[config.mk]
export PLATFORM = sky130hd
export DESIGN_NAME = midi_packet_assembler
export DESIGN_NICKNAME = d
export VERILOG_FILES = /design/src/rtl/midi_pkg.sv /design/src/rtl/midi_packet_assembler.sv
export SDC_FILE = /design/constraint.sdc
export NUM_CORES = 1
export LEC_CHECK = 0
export ABC_CLOCK_PERIOD_IN_PS = 6100
export BUFFER_PORTS_ARGS = -buffer_cell sky130_fd_sc_hd__buf_2
export CORE_MARGIN = 2
export CORE_UTILIZATION = 45
export DETAILED_ROUTE_END_ITERATION = 8
export PLACE_DENSITY = 0.76
export REMOVE_ABC_BUFFERS = 1
export SYNTH_ARGS = -nofsm -noshare
export SYNTH_HDL_FRONTEND = slang
export SYNTH_SLANG_ARGS = --single-unit
[constraint.sdc]
create_clock -name sys_clk -period 6.1 [get_ports sys_clk]
set_input_delay 0.61 -clock sys_clk [delete_from_list [all_inputs] [get_ports sys_clk]]
set_output_delay 0.61 -clock sys_clk [all_outputs]
set_load 0.1 [all_outputs]
[src/rtl/midi_pkg.sv]
// Definitions shared by the MIDI packet assembler and the MIDI control unit:
// status nibbles, byte classes and the per-command data-byte count.
package midi_pkg;

  localparam logic [3:0] CMD_NOTE_OFF         = 4'h8;
  localparam logic [3:0] CMD_NOTE_ON          = 4'h9;
  localparam logic [3:0] CMD_POLY_PRESSURE    = 4'hA;
  localparam logic [3:0] CMD_CONTROL_CHANGE   = 4'hB;
  localparam logic [3:0] CMD_PROGRAM_CHANGE   = 4'hC;
  localparam logic [3:0] CMD_CHANNEL_PRESSURE = 4'hD;
  localparam logic [3:0] CMD_PITCH_BEND       = 4'hE;
  localparam logic [3:0] CMD_SYSTEM_MESSAGE   = 4'hF;

  typedef enum logic [1:0] {
    BC_DATA,
    BC_CHANNEL,
    BC_COMMON,
    BC_REALTIME
  } byte_class_t;

  typedef enum logic [1:0] {
    NO_STATUS,
    WAIT_D0,
    WAIT_D1,
    DISCARD
  } asm_state_t;

  function automatic byte_class_t byte_class(input logic [7:0] b);
    if (!b[7])                    return BC_DATA;
    else if (b[7:4] != 4'hF)      return BC_CHANNEL;
    else if (!b[3])               return BC_COMMON;
    else                          return BC_REALTIME;
  endfunction

  function automatic logic [1:0] data_count(input logic [3:0] nibble);
    case (nibble)
      CMD_PROGRAM_CHANGE, CMD_CHANNEL_PRESSURE: return 2'd1;
      CMD_SYSTEM_MESSAGE:                       return 2'd0;
      default:                                  return 2'd2;
    endcase
  endfunction

endpackage

[src/rtl/midi_packet_assembler.sv]
// Builds 3-byte MIDI channel packets from the UART byte stream with running
// status, and spaces the ready strobes at least PKT_GAP cycles apart.
module midi_packet_assembler
  import midi_pkg::*;
#(
  parameter int BYTE_W  = 8,
  parameter int PKT_GAP = 8,
  parameter int GAP_W   = 4
) (
  input  logic              sys_clk,
  input  logic              sys_rst_n,
  input  logic [BYTE_W-1:0] rx_byte,
  input  logic              rx_valid,
  output logic [BYTE_W-1:0] MIDI_CMD,
  output logic [BYTE_W-1:0] MIDI_DAT_0,
  output logic [BYTE_W-1:0] MIDI_DAT_1,
  output logic              MIDI_PACKET_RDY,
  output logic              pkt_dropped
);

  asm_state_t        state;
  logic [BYTE_W-1:0] run_status;
  logic [BYTE_W-1:0] d0_reg;
  logic [GAP_W-1:0]  hold_cnt;
  logic              pend_valid;
  logic [BYTE_W-1:0] pend_cmd, pend_d0, pend_d1;

  byte_class_t       cls;
  logic              complete;
  logic [BYTE_W-1:0] new_d0, new_d1;
  logic              emit_pend;

  assign cls       = byte_class(rx_byte);
  assign emit_pend = (hold_cnt == '0) && pend_valid;

  always_comb begin
    complete = 1'b0;
    new_d0   = d0_reg;
    new_d1   = '0;
    if (rx_valid && cls == BC_DATA) begin
      if (state == WAIT_D0 && data_count(run_status[7:4]) == 2'd1) begin
        complete = 1'b1;
        new_d0   = rx_byte;
      end else if (state == WAIT_D1) begin
        complete = 1'b1;
        new_d1   = rx_byte;
      end
    end
  end

  always_ff @(posedge sys_clk or negedge sys_rst_n) begin
    if (!sys_rst_n) begin
      state      <= NO_STATUS;
      run_status <= '0;
      d0_reg     <= '0;
    end else if (rx_valid) begin
      case (cls)
        BC_CHANNEL: begin
          state      <= WAIT_D0;
          run_status <= rx_byte;
          d0_reg     <= '0;
        end
        BC_COMMON: begin
          state      <= DISCARD;
          run_status <= '0;
          d0_reg     <= '0;
        end
        BC_DATA: begin
          if (state == WAIT_D0) begin
            d0_reg <= rx_byte;
            if (data_count(run_status[7:4]) == 2'd2) state <= WAIT_D1;
          end else if (state == WAIT_D1) begin
            state <= WAIT_D0;
          end
        end
        default: ;
      endcase
    end
  end

  // Output stage: an older pending packet always wins the emit slot; a newly
  // completed packet then takes the pending slot (dropping only a packet that
  // is still waiting, never the one just emitted).
  always_ff @(posedge sys_clk or negedge sys_rst_n) begin
    if (!sys_rst_n) begin
      hold_cnt        <= '0;
      pend_valid      <= 1'b0;
      pend_cmd        <= '0;
      pend_d0         <= '0;
      pend_d1         <= '0;
      MIDI_CMD        <= '0;
      MIDI_DAT_0      <= '0;
      MIDI_DAT_1      <= '0;
      MIDI_PACKET_RDY <= 1'b0;
      pkt_dropped     <= 1'b0;
    end else begin
      MIDI_PACKET_RDY <= 1'b0;
      pkt_dropped     <= 1'b0;
      if (hold_cnt != '0) hold_cnt <= hold_cnt - 1'b1;
      if (emit_pend) begin
        MIDI_CMD        <= pend_cmd;
        MIDI_DAT_0      <= pend_d0;
        MIDI_DAT_1      <= pend_d1;
        MIDI_PACKET_RDY <= 1'b1;
        hold_cnt        <= GAP_W'(PKT_GAP - 1);
        pend_valid      <= complete;
        if (complete) begin
          pend_cmd <= run_status;
          pend_d0  <= new_d0;
          pend_d1  <= new_d1;
        end
      end else if (complete) begin
        if (hold_cnt == '0 && !pend_valid) begin
          MIDI_CMD        <= run_status;
          MIDI_DAT_0      <= new_d0;
          MIDI_DAT_1      <= new_d1;
          MIDI_PACKET_RDY <= 1'b1;
          hold_cnt        <= GAP_W'(PKT_GAP - 1);
        end else begin
          pend_valid  <= 1'b1;
          pend_cmd    <= run_status;
          pend_d0     <= new_d0;
          pend_d1     <= new_d1;
          pkt_dropped <= pend_valid;
        end
      end
    end
  end

endmodule

After elaboration in Yosys (flattened, before gate mapping)
Index checks and enable logic that the tools add are counted.
{ "totals": {"ff_bits": 73, "out_inout_bits": 26, "input_bits": 11, "wordCells": 106} }
{ "classes": {"reduce_logical": 21, "n_addsub": 1, "n_mux": 57, "n_eq_ne": 14} }
{ "op_table": {"columns": ["cell", "count"], "rows": [
  ["$mux 8", 27],
  ["$pmux 8 s2", 2],
  ["$mux 2", 9],
  ["$mux 4", 4],
  ["$mux 1", 13],
  ["$eq 4x4->1 const B", 3],
  ["$reduce_and 2->1", 4],
  ["$reduce_bool 2->1", 4],
  ["$eq 2x1->1 const B", 3],
  ["$eq 2x2->1 const B", 3],
  ["$pmux 2 s3", 1],
  ["$logic_and 1x1->1", 4],
  ["$logic_not 4->1", 1],
  ["$ne 4x4->1 const B", 1],
  ["$pmux 2 s2", 1],
  ["$reduce_and 4->1", 1],
  ["$reduce_bool 4->1", 1],
  ["$reduce_or 2->1", 2],
  ["$sub 4x1->4 const B", 1],
  ["$ne 3x1->1 const B", 1],
  ["$ne 3x2->1 const B", 1],
  ["$reduce_and 3->1", 1],
  ["$reduce_bool 3->1", 1],
  ["$logic_not 2->1", 1],
  ["other kinds (3)", 3]
]} }

Longest topological paths before layout
{ "logic_depth": {"word_depth": 13, "ltp_mapped": 9, "ltp_nobuf": 8} }

Worst setup path before layout
Ideal clock, no wire load.
{ "synth_timing": {"kind": "in2reg", "from": "in rx_byte[4]", "to": "reg d0_reg[2]", "n_path_buf": 1, "t_arrival_ns": 2.125, "path_slack_ns": 3.839, "path_stages": 8, "required_ns": 5.964, "setup_ns": 0.136, "cell_sequence": "nand3_1 -> o21ai_0 -> inv_1 -> ha_1 -> nor2b_1 -> o21ai_1 -> clkbuf_1 -> o21ai_0"} }
{ "synth_via": {"elab_chain_len": 7, "word_cells_on_any_way": 11, "cone_classes": "4 x eq/ne; 3 x mux; 4 x reduce/logical"} }
{ "synth_rtl": {"columns": ["element", "line_no", "source"], "rows": [
  ["start, declared", "midi_packet_assembler.sv:12", "input logic [BYTE_W-1:0] rx_byte,"],
  ["$ne 4x4->1 (*)", "midi_pkg.sv:30", "else if (b[7:4] != 4'hF) return BC_CHANNEL;"],
  ["$mux 2 (*)", "midi_pkg.sv:30", null],
  ["$mux 2 (*)", "midi_pkg.sv:29", "if (!b[7]) return BC_DATA;"],
  ["$eq 2x2->1 or $eq 2x1->1 (tied branches)", "midi_packet_assembler.sv:57", "case (cls)"],
  ["$reduce_or 2->1 (no source line)", null, null],
  ["$reduce_bool 2->1 (no source line)", null, null],
  ["$reduce_and 3->1 (no source line)", null, null],
  ["end signal, assigned", "midi_packet_assembler.sv:70", "d0_reg <= rx_byte;"],
  ["end, declared", "midi_packet_assembler.sv:23", "logic [BYTE_W-1:0] d0_reg;"]
]} }
Mark *: on every way between the ends. The rest lies on a longest branch, timed or not.
A chain may end at the register's enable or synchronous reset.

Final worst setup path
{ "layout_timing": {"from": "reg run_status[6]", "to": "reg MIDI_CMD[6]"} }
{ "layout_via": {"elab_chain_len": 10, "word_cells_on_any_way": 15, "cone_classes": "4 x eq/ne; 7 x mux; 4 x reduce/logical"} }
{ "layout_rtl": {"columns": ["element", "line_no", "source"], "rows": [
  ["start, declared", "midi_packet_assembler.sv:22", "logic [BYTE_W-1:0] run_status;"],
  ["start signal, assigned", "midi_packet_assembler.sv:60", "run_status <= rx_byte;"],
  ["$eq 4x4->1", "midi_pkg.sv:36", "case (nibble)"],
  ["$reduce_or 2->1", "midi_pkg.sv:36", null],
  ["$pmux 2 s2", "midi_pkg.sv:36", null],
  ["$mux 2", "midi_packet_assembler.sv:40", "if (rx_valid && cls == BC_DATA) begin"],
  ["$eq 2x1->1", "midi_packet_assembler.sv:41", "if (state == WAIT_D0 && data_count(run_status[7:4]) == 2'd1) begin"],
  ["$logic_and 1x1->1", "midi_packet_assembler.sv:41", null],
  ["$mux 1", "midi_packet_assembler.sv:41", null],
  ["$mux 1", "midi_packet_assembler.sv:40", null],
  ["$reduce_bool 2->1 (no source line)", null, null],
  ["$reduce_and 2->1 (no source line)", null, null],
  ["end signal, assigned", "midi_packet_assembler.sv:101", "MIDI_CMD <= pend_cmd;"],
  ["end signal, assigned", "midi_packet_assembler.sv:114", "MIDI_CMD <= run_status;"],
  ["end, declared", "midi_packet_assembler.sv:14", "output logic [BYTE_W-1:0] MIDI_CMD,"]
]} }
Several ways; a longest one is shown, not always the timed one. The select of a mux whose other input is x is not followed.

==> run metrics <==
status=finished clean; setup repair bufs after CTS=0; Clock Power Share=17.6%; Reg clk slew, reported paths=80 ps; Post-Synthesis Mean Instance Area=11.0 um2; PwrDens=489 mW/mm2; most numerous cell in the Yosys netlist=dfrtp_1; all-layer global routing usage=17.8%; synth top area cells=dfrtp_1 53%, o21ai_0 8.0%, mux2_2 5.6%; initial DRC count=115; FP Rows=31; die area=0.00833 mm2; met1 wire length=3.22 mm; Mapped Area=0.00343 mm2; dpl hpwl=4.68 mm; Die Span Y=91.3 um; first-pass GRT wire length=11.7 mm; VDD IR max=0.196 mV; Vias/cell=5.52; CP max stage delay=850 ps; sequential power share=40.3%; share of cells above drive strength 1=22.5%; Leak=1.83 nW; Yosys top cell by area=dfrtp_1; # setup viols final=0; vias in the first global route=2333; max frequency=0.360 GHz; Final Hold Fails=0; Critical-path top delay cell=a211oi_4; Req. time, crit path=6280 ps; Top Ports=37; Congestion Overflow GR=0; Final Max Tran Viols=0; Buf+Inv Stages, Crit Path=0; met3 WL post-DR=319 um; Top Metal Used=met4; routed via count=2462; Unique masters post-synth=46; Syn Inst Count=311; Routed Wire Length=6.99 mm; final net count=357; antenna cell count=0; startpoint types=flip-flop; minimum clock period=2780 ps; switching power=0.864 mW; sequential-to-total area share from yosys stat=53.3%; CTS tree=yes; Synth async-reset ratio=100%; clk buf depth=2; internal reg-to-reg setup slack=3320 ps; worst-path fanout max=26; Yosys warning total=0; routability cong.=0.864; max_cap viols=0; CP endpoint kind=flip-flop; crit share post-route=45.5%; Worst Hold Class=input port to asynchronous set/reset pin; Crit path max-delay family=simple AND/OR/NAND/NOR gates; RSZ-0062 raised after global routing=false; #FFs+latches synth=73; Synth top area share=53.3%; EDFF count, synth=0; clk sinks=73; CTS buffer count=9; ys flop type=dfrtp_1; pin count of the biggest net entering global routing=74; fill count=657; WL met2=3.34 mm; Final ANT Viol Nets=0; P_int=1.00 mW; crit path DAT=2960 ps; wire per inst=15.7 um; Post-CTS Resized=0; hold buffer count at cts=0; htree depth=3; initial core utilization=46.7%; # DRC=0; worst-margin pin slew=954 ps; core area=0.00733 mm2; die width=91.3 um; CP Cell Sequence=and4b_1 > a211oi_4 > or2_1 > o21ai_0; post-layout power=1.87 mW; TNS Setup=0 ps; worst-skew pair later-pin latency=350 ps; Clock Tree Root=clkbuf_8; crit path kind=flip-flop to flip-flop; DRT Pass-1 Iters=4; PortBufs=36; Post-synth top cells=73 x dfrtp_1, 55 x o21ai_0, 28 x nand2_1; Sw Ratio=46.3%; initial antenna violation count=0; Final Skew=10.7 ps; Worst slew margin=35.9%; combinational share of power=42.1%; area delta synth->final=11.4%
-- through the flow --
step           hold slack (ps)  setup slack (ps)  std cells  utilization [%]  instance area [um2]
2_1_floorplan              314              2040        292                -                 3310
3_5_place_dp               480              2960        430             49.8                 3650
5_1_grt                    518              3110        446             52.1                 3820
4_1_cts                    501              3270        446             52.1                 3820
6_report                   465              3320        446             52.1                 3820
3_3_place_gp               467              3160        430             49.8                 3650
-- cell type report --
cell class,count,area (um2),share of cell area (%)
tap,99,124,3.24
timing repair buffer,39,203,5.31
sequential,73,1830,47.9
clock buffer,10,128,3.34
clock inverter,6,42.5,1.11
multi-input combinational,210,1460,38.2
inverter,9,33.8,0.885
-- worst paths after layout --
check,cells past startpoint,start,endpoint
min,2,sys_rst_n,MIDI_DAT_0[2]$_DFFE_PN0P_
max,4,run_status[6]$_DFFE_PN0P_,MIDI_CMD[6]$_DFFE_PN0P_
min reg2reg,1,pend_d1[7]$_DFFE_PN0P_,pend_d1[7]$_DFFE_PN0P_
max reg2reg,4,run_status[6]$_DFFE_PN0P_,MIDI_CMD[6]$_DFFE_PN0P_
min in group sys_clk,1,pend_d1[7]$_DFFE_PN0P_,pend_d1[7]$_DFFE_PN0P_
max in group asynchronous,2,sys_rst_n,pend_d0[5]$_DFFE_PN0P_
-- layer usage --
layer | GRT usage, % | vias up
met2 | 27.6 | 63
li1 | - | 1175
met3 | 4.98 | 12
met5 | 0 | -
met4 | 5.43 | 0
met1 | 24.3 | 1212
-- kinds of logic after synthesis --
group,synth area share (%)
AND/OR/NAND/NOR,12.3
flip-flops,53.3
adder cells (fa/ha/maj),1.46
AO/OA/AOI/OAI,19.2
buffers and inverters,4.53
multiplexers,9.24
-- power by group through the flow --
stage	Sequential [mW]	Clock [mW]	Combinational, mW
after floorplan	1.08	0	0.288
after global placement	0.752	0	0.770
after detailed placement	0.761	0	0.789
after CTS	0.752	0.337	0.790
after global routing	0.773	0.362	0.838
final	0.753	0.328	0.786
-- placed cells by master (no fill, tap or decap), types with 5 or more instances in the layout --
cell type,count
nor2b_1,9
mux2i_1,11
a22o_1,8
o21ai_0,55
nand2b_1,9
o31ai_1,8
nand2_1,28
a22oi_1,9
clkbuf_8,9
inv_1,9
a21oi_1,5
mux2_2,17
a21o_1,6
buf_2,36
dfrtp_1,73
Note: power is estimated with default switching activity, not from simulation.
